<file path="config.mk">
export PLATFORM = sky130hd
export DESIGN_NAME = vector_alu_pipe
export DESIGN_NICKNAME = d
export VERILOG_FILES = /design/src/rtl/vector_alu_pkg.sv /design/src/rtl/vector_alu_lane.sv /design/src/rtl/vector_alu_pipe.sv
export SDC_FILE = /design/constraint.sdc
export NUM_CORES = 2
export LEC_CHECK = 0
export ABC_AREA = 1
export ABC_CLOCK_PERIOD_IN_PS = 15200
export CAP_MARGIN = 5
export CORE_MARGIN = 4
export CORE_UTILIZATION = 35
export CTS_CLUSTER_DIAMETER = 200
export DETAILED_ROUTE_END_ITERATION = 16
export SLEW_MARGIN = 15
export SYNTH_ARGS = -nofsm -noshare
export SYNTH_HDL_FRONTEND = slang
export SYNTH_SLANG_ARGS = --single-unit
</file>
<file path="constraint.sdc">
create_clock -name clk -period 15.2 [get_ports clk]
set_clock_uncertainty 0.05 [all_clocks]
set_input_delay 1.52 -clock clk [delete_from_list [all_inputs] [get_ports clk]]
set_output_delay 1.52 -clock clk [all_outputs]
set_load 0.1 [all_outputs]
</file>
<file path="src/rtl/vector_alu_pkg.sv">
// Shared types and constants for the pipelined vector ALU.
package vector_alu_pkg;

    // Operation codes; the same code applies to every lane of a transaction.
    typedef enum logic [2:0] {
        OP_PASS  = 3'b000,  // A
        OP_ADD   = 3'b001,  // A+B
        OP_SUB   = 3'b010,  // A-B
        OP_CSUB  = 3'b011,  // A if A<B, else A-B
        OP_INT21 = 3'b100,  // (2A+B)/3
        OP_INT12 = 3'b101,  // (A+2B)/3
        OP_RSV6  = 3'b110,  // all lanes 0
        OP_RSV7  = 3'b111   // all lanes 0
    } valu_op_e;

    // Divisor of the weighted-interpolation operations.
    localparam int DIV_CONST = 3;

endpackage

</file>
<file path="src/rtl/vector_alu_lane.sv">
// One lane of the vector ALU datapath: the combinational logic feeding the
// stage-1 registers and the combinational logic feeding the stage-2 registers.
// No pipeline registers or handshake logic live here.
// Optional build macro VALU_SATURATE_EN: op 001 saturates to all-ones on carry
// and op 010 saturates to zero on borrow instead of wrapping.
module vector_alu_lane
    import vector_alu_pkg::*;
#(
    parameter int WIDTH = 32
) (
    // Stage-1 inputs (straight from the transaction)
    input  valu_op_e           op_i,
    input  logic [WIDTH-1:0]   a_i,
    input  logic [WIDTH-1:0]   b_i,
    // Stage-1 partial results, to be registered by the top
    output logic [WIDTH+1:0]   wsum_o,
    output logic [WIDTH:0]     sum_o,
    output logic [WIDTH:0]     diff_o,
    // Stage-2 inputs (registered stage-1 values)
    input  valu_op_e           s1_op_i,
    input  logic               s1_mask_i,
    input  logic [WIDTH-1:0]   s1_a_i,
    input  logic [WIDTH+1:0]   s1_wsum_i,
    input  logic [WIDTH:0]     s1_sum_i,
    input  logic [WIDTH:0]     s1_diff_i,
    // Final lane result, to be registered by the top
    output logic [WIDTH-1:0]   result_o,
    output logic               borrow_o
);

    logic [WIDTH+1:0] a_ext;
    logic [WIDTH+1:0] b_ext;
    logic [WIDTH+1:0] quot_full;
    logic             unused_bits;

    assign a_ext = {2'b00, a_i};
    assign b_ext = {2'b00, b_i};

    // Weighted sum is one extra bit wider than 2*max so it never overflows.
    assign wsum_o = (op_i == OP_INT12) ? (a_ext + (b_ext << 1))
                                       : ((a_ext << 1) + b_ext);

    // Bit WIDTH of the difference is the unsigned A<B borrow.
    assign sum_o  = {1'b0, a_i} + {1'b0, b_i};
    assign diff_o = {1'b0, a_i} - {1'b0, b_i};

    // The quotient of a value below 3*2^WIDTH by 3 always fits in WIDTH bits.
    assign quot_full   = s1_wsum_i / (WIDTH+2)'(DIV_CONST);
    assign unused_bits = ^{quot_full[WIDTH+1:WIDTH], s1_sum_i[WIDTH]};

    // Stage-2 result select: reserved ops zero, masked lanes pass A.
    always_comb begin
        // NOTE: defaults first so every path assigns both outputs and no latch is inferred.
        result_o = '0;
        borrow_o = 1'b0;
        if (s1_op_i != OP_RSV6 && s1_op_i != OP_RSV7) begin
            if (!s1_mask_i) begin
                result_o = s1_a_i;
            end else begin
                case (s1_op_i)
                    OP_PASS:  result_o = s1_a_i;
`ifdef VALU_SATURATE_EN
                    OP_ADD:   result_o = s1_sum_i[WIDTH]  ? '1 : s1_sum_i[WIDTH-1:0];
                    OP_SUB:   result_o = s1_diff_i[WIDTH] ? '0 : s1_diff_i[WIDTH-1:0];
`else
                    OP_ADD:   result_o = s1_sum_i[WIDTH-1:0];
                    OP_SUB:   result_o = s1_diff_i[WIDTH-1:0];
`endif
                    OP_CSUB:  result_o = s1_diff_i[WIDTH] ? s1_a_i : s1_diff_i[WIDTH-1:0];
                    OP_INT21,
                    OP_INT12: result_o = quot_full[WIDTH-1:0];
                    default:  result_o = '0;
                endcase
                borrow_o = (s1_op_i == OP_SUB || s1_op_i == OP_CSUB) && s1_diff_i[WIDTH];
            end
        end
    end

endmodule

</file>
<file path="src/rtl/vector_alu_pipe.sv">
// Two-stage pipelined vector ALU with valid/ready handshakes on both sides.
// LANES independent unsigned WIDTH-bit lanes share one op code per transaction.
// Optional build macro VALU_SATURATE_EN (handled in vector_alu_lane) makes
// add/subtract saturate instead of wrap.
module vector_alu_pipe
    import vector_alu_pkg::*;
#(
    parameter int LANES = 4,
    parameter int WIDTH = 32
) (
    input  logic                   clk,
    input  logic                   rst,
    input  logic                   in_valid,
    output logic                   in_ready,
    input  logic [2:0]             in_op,
    input  logic [LANES-1:0]       in_mask,
    input  logic [LANES*WIDTH-1:0] in_a,
    input  logic [LANES*WIDTH-1:0] in_b,
    output logic                   out_valid,
    input  logic                   out_ready,
    output logic [LANES*WIDTH-1:0] out_data,
    output logic [LANES-1:0]       out_borrow
);

    valu_op_e               in_op_e;
    logic                   s1_valid_q, s1_valid_d;
    logic                   out_valid_q, out_valid_d;
    logic                   s2_ready;
    logic                   accept;
    logic                   s2_load;

    // Stage-1 registers
    valu_op_e               s1_op_q;
    logic [LANES-1:0]       s1_mask_q;
    logic [WIDTH-1:0]       s1_a_q    [LANES];
    logic [WIDTH+1:0]       s1_wsum_q [LANES];
    logic [WIDTH:0]         s1_sum_q  [LANES];
    logic [WIDTH:0]         s1_diff_q [LANES];

    // Lane combinational outputs
    logic [WIDTH+1:0]       wsum_c    [LANES];
    logic [WIDTH:0]         sum_c     [LANES];
    logic [WIDTH:0]         diff_c    [LANES];
    logic [WIDTH-1:0]       result_c  [LANES];
    logic [LANES-1:0]       borrow_c;

    // Stage-2 (output) registers
    logic [LANES*WIDTH-1:0] out_data_q;
    logic [LANES-1:0]       out_borrow_q;

    assign in_op_e = valu_op_e'(in_op);

    // Stage 2 can take new data unless it holds a result the consumer is refusing;
    // stage 1 can take new data unless it is full and cannot move forward.
    assign s2_ready = !out_valid_q || out_ready;
    assign in_ready = !s1_valid_q || s2_ready;
    assign accept   = in_valid && in_ready;
    assign s2_load  = s1_valid_q && s2_ready;

    assign out_valid  = out_valid_q;
    assign out_data   = out_data_q;
    assign out_borrow = out_borrow_q;

    for (genvar i = 0; i < LANES; i++) begin : g_lane
        vector_alu_lane #(.WIDTH(WIDTH)) u_lane (
            .op_i      (in_op_e),
            .a_i       (in_a[i*WIDTH +: WIDTH]),
            .b_i       (in_b[i*WIDTH +: WIDTH]),
            .wsum_o    (wsum_c[i]),
            .sum_o     (sum_c[i]),
            .diff_o    (diff_c[i]),
            .s1_op_i   (s1_op_q),
            .s1_mask_i (s1_mask_q[i]),
            .s1_a_i    (s1_a_q[i]),
            .s1_wsum_i (s1_wsum_q[i]),
            .s1_sum_i  (s1_sum_q[i]),
            .s1_diff_i (s1_diff_q[i]),
            .result_o  (result_c[i]),
            .borrow_o  (borrow_c[i])
        );
    end

    // Next-state of the two stage valid flags.
    always_comb begin
        s1_valid_d  = s1_valid_q;
        out_valid_d = out_valid_q;
        if (in_ready) s1_valid_d  = in_valid;
        if (s2_ready) out_valid_d = s1_valid_q;
    end

    // Valid flags: reset discards everything in flight.
    always_ff @(posedge clk) begin
        // NOTE: non-blocking assignments so every register samples pre-edge values.
        if (rst) begin
            s1_valid_q  <= 1'b0;
            out_valid_q <= 1'b0;
        end else begin
            s1_valid_q  <= s1_valid_d;
            out_valid_q <= out_valid_d;
        end
    end

    // Stage 1: capture op, mask and per-lane partial results on accept.
    // NOTE: payload registers have no reset; the cleared valid flag keeps stale data unobserved.
    always_ff @(posedge clk) begin
        if (accept) begin
            s1_op_q   <= in_op_e;
            s1_mask_q <= in_mask;
            for (int i = 0; i < LANES; i++) begin
                s1_a_q[i]    <= in_a[i*WIDTH +: WIDTH];
                s1_wsum_q[i] <= wsum_c[i];
                s1_sum_q[i]  <= sum_c[i];
                s1_diff_q[i] <= diff_c[i];
            end
        end
    end

    // Stage 2: load final lane results; holds stable while the consumer stalls.
    always_ff @(posedge clk) begin
        if (rst) begin
            out_data_q   <= '0;
            out_borrow_q <= '0;
        end else if (s2_load) begin
            for (int i = 0; i < LANES; i++) begin
                out_data_q[i*WIDTH +: WIDTH] <= result_c[i];
            end
            out_borrow_q <= borrow_c;
        end
    end

endmodule

</file>
==> impl_metrics.env <==
export IMPL_status="finished, final reports clean"
export IMPL_arrival_ns=9.92
export IMPL_place_congestion=0.925
export IMPL_final_cell_mix="nand2_1, inv_1, a21oi_1, edfxtp_1, ha_1"
export IMPL_max_stage_delay_ns=0.41
export IMPL_clockBufferDepth=3
export IMPL_cts_buffers=86
export IMPL_hold_viol=0
export IMPL_drt_pass1_iter_count=6
export IMPL_cp_end_kind="flop"
export IMPL_async_reset_ff_share_pct=0
export IMPL_cts_sinks=661
export IMPL_final_common_cell="nand2_1"
export IMPL_synth_area_leaders="edfxtp_1, ha_1, nand2_1"
export IMPL_fin_nets=7864
export IMPL_synth_largest_area_cell="edfxtp_1"
export IMPL_grt_setup_unrepaired="false"
export IMPL_drive_above_1_share_pct=5.90
export IMPL_combPwrFrac_pct=36.5
export IMPL_drt_total_wl_microns=167000
export IMPL_fin_crit_sh_pct=61.6
export IMPL_max_slew_worst_pin_slew_ns=1.26
export IMPL_synth_edff_count=527
export IMPL_p_seq_share_pct=32.6
export IMPL_drt_iter0_drc=3138
export IMPL_h_tree_depth=3
export IMPL_grt_pass1_vias=44856
export IMPL_ctsResizeCount=0
export IMPL_io_pins=401
export IMPL_ctsRootBufferMaster="clkbuf_16"
export IMPL_swShare_pct=38.1
export IMPL_p_sw_uw=2690
export IMPL_die_height_microns=395
export IMPL_setup_worst_path_class="flop to flop"
export IMPL_avgSynthCellArea_sq_um=7.78
export IMPL_crit_path_start_kind="flop"
export IMPL_synth_warnings=0
export IMPL_leakagePower_uw=0.0278
export IMPL_setup_viol=0
export IMPL_cts_tree="done"
export IMPL_port_buffers=400
export IMPL_clk_pin_slew_ns=0.06
export IMPL_route_detailed_drc=0
export IMPL_maxCapViolCount=0
export IMPL_seq_area_frac_synth_pct=35.3
export IMPL_hold_path_class="flop to flop"
export IMPL_grt_use_total_pct=20.6
export IMPL_coreArea_sq_mm=0.148
export IMPL_synthToLayoutAreaGrowth_pct=17.3
export IMPL_grt_max_degree=175
export IMPL_ir_worst_vdd_uv=71.9
export IMPL_fin_crit_ns=9.36
export IMPL_tns_ns=0
export IMPL_cts_hold_buffers=0
export IMPL_initial_core_util_pct=35.3
export IMPL_regArea_sq_mm=0.0185
export IMPL_die_w_microns=395
export IMPL_max_slew_margin_rel_pct=15.9
export IMPL_postRouteAntennaNets=0
export IMPL_slowest_stage="edfxtp_1"
export IMPL_p_per_area_mw_per_mm2=115
export IMPL_grt_pass1_wl_microns=256000
export IMPL_synth_cells=6743
export IMPL_synth_nets=7530
export IMPL_cp_max_fo=5
export IMPL_vias_per_cell=5.12
export IMPL_syn_area_sq_mm=0.0524
export IMPL_die_area_sq_mm=0.156
export IMPL_synth_seq_cells=661
export IMPL_multi_input_area_sq_mm=0.0294
export IMPL_synth_top_cell_area_share_pct=30.2
export IMPL_cp_required_ns=15.77
export IMPL_clock_latency_ns=0.69
export IMPL_p_int_uw=4360
export IMPL_crit_top_cell="nand2_1"
export IMPL_grt_ovfl_total=0
export IMPL_utilization_pct=41.5
export IMPL_fillerInstances=14733
export IMPL_ys_types=57
export IMPL_postCtsSetupBuffers=0
export IMPL_timing_fmax_ghz=0.107
export IMPL_row_count=141
export IMPL_routedWlPerCell_microns=18.2
export IMPL_dp_hpwl_microns=125000
export IMPL_vias=46953
export IMPL_maxSlewViolCount=0
export IMPL_power_frac_clock_pct=30.9
export IMPL_antenna_found_initial=30
export IMPL_synth_flop_cell="edfxtp_1"
==> final cells by class <==
type                       count  share of cell area (%)
multi-input combinational   4892                    47.9
inverter                    1004                    6.16
antenna                       17                  0.0692
clock inverter                59                    1.18
tap                         2002                    4.07
sequential                   661                    30.1
clock buffer                 100                    3.65
timing repair buffer         432                    6.91
==> critical path, delay by kind of cell (launching register included) <==
family	cells	cell delay, ns
buffers and inverters	8	0.49
adders and majority gates	1	0.21
DFF	1	0.41
AOI/OAI and AO/OA	13	1.73
and+or+nand+nor	68	6.39
==> logic make-up (layout without fill, tap and decap cells) <==
logic type      count (synthesis)  in the layout  share of synthesized area [%]
other cells                     0             17                              0
flops                         661            661                           35.3
xor+xnor                      285            285                           4.76
simple gates                 2254           2254                           18.2
mux                             4              4                         0.0764
compound gates               1829           1829                           20.4
fa+ha+maj                     520            520                           12.6
buf+inv                      1190           1595                           8.64
==> path summary, 6_finish.rpt <==
path	start	slack [ns]	end	cells past startpoint
worst max-delay path	s1_wsum_q[3][33]	5.84	out_data[96]	90
worst min-delay path	out_data[42]	0.41	out_data[42]	2
worst max register to register	s1_wsum_q[3][33]	5.84	out_data[96]	90
worst min register to register	out_data[42]	0.41	out_data[42]	2
==> stage by stage <==
step                area [sq um]  hold slack [ns]  setup WS, ns  total power [uW]  std cells
finish                     61500            0.412          5.84              7050       9167
global route               61500            0.430          4.33              7520       9155
CTS                        61500            0.413          5.88              7110       9150
detailed placement         58500            0.404          5.90              4890       8991
global placement           58500            0.404          6.17              4830       8991
floorplan                  52400            0.486          1.68              4270       6743
==> flip-flops by register name, indices dropped and copies added, names as in the netlist <==
signal and count:
s1_wsum_q 136, s1_a_q 128, s1_sum_q 125, s1_diff_q 131
out_borrow 4, s1_op_q 3, out_valid 1, s1_mask_q 4
out_data 128, s1_valid_q 1
==> layer usage <==
metal / up-vias / routed length, microns / GRT usage [%]
li1: 23689 / - / -
met1: 21984 / 75500 / 27.3
met2: 1079 / 78400 / 35.2
met3: 187 / 9980 / 3.32
met4: 14 / 3280 / 5.16
met5: - / 103 / 0
==> cell usage after synthesis, types with 77 or more instances <==
library cell  count
o21ai_1          95
ha_1            504
a21oi_1         771
o211ai_1         77
nor2_1          446
nand2_1        1359
a221oi_1         84
clkbuf_1        160
dfxtp_1         134
edfxtp_1        527
o21ai_0         451
inv_1           982
nand3_1         216
xor2_1          259
==> power groups by stage <==
stage | Combinational, uW | Clock, uW | Sequential (uW)
after global routing | 2900 | 2300 | 2320
final | 2570 | 2180 | 2300
after global placement | 2500 | 0 | 2330
after floorplan | 1790 | 0 | 2480
after detailed placement | 2560 | 0 | 2330
after CTS | 2570 | 2240 | 2300
Note: power is estimated with default switching activity, not from simulation.
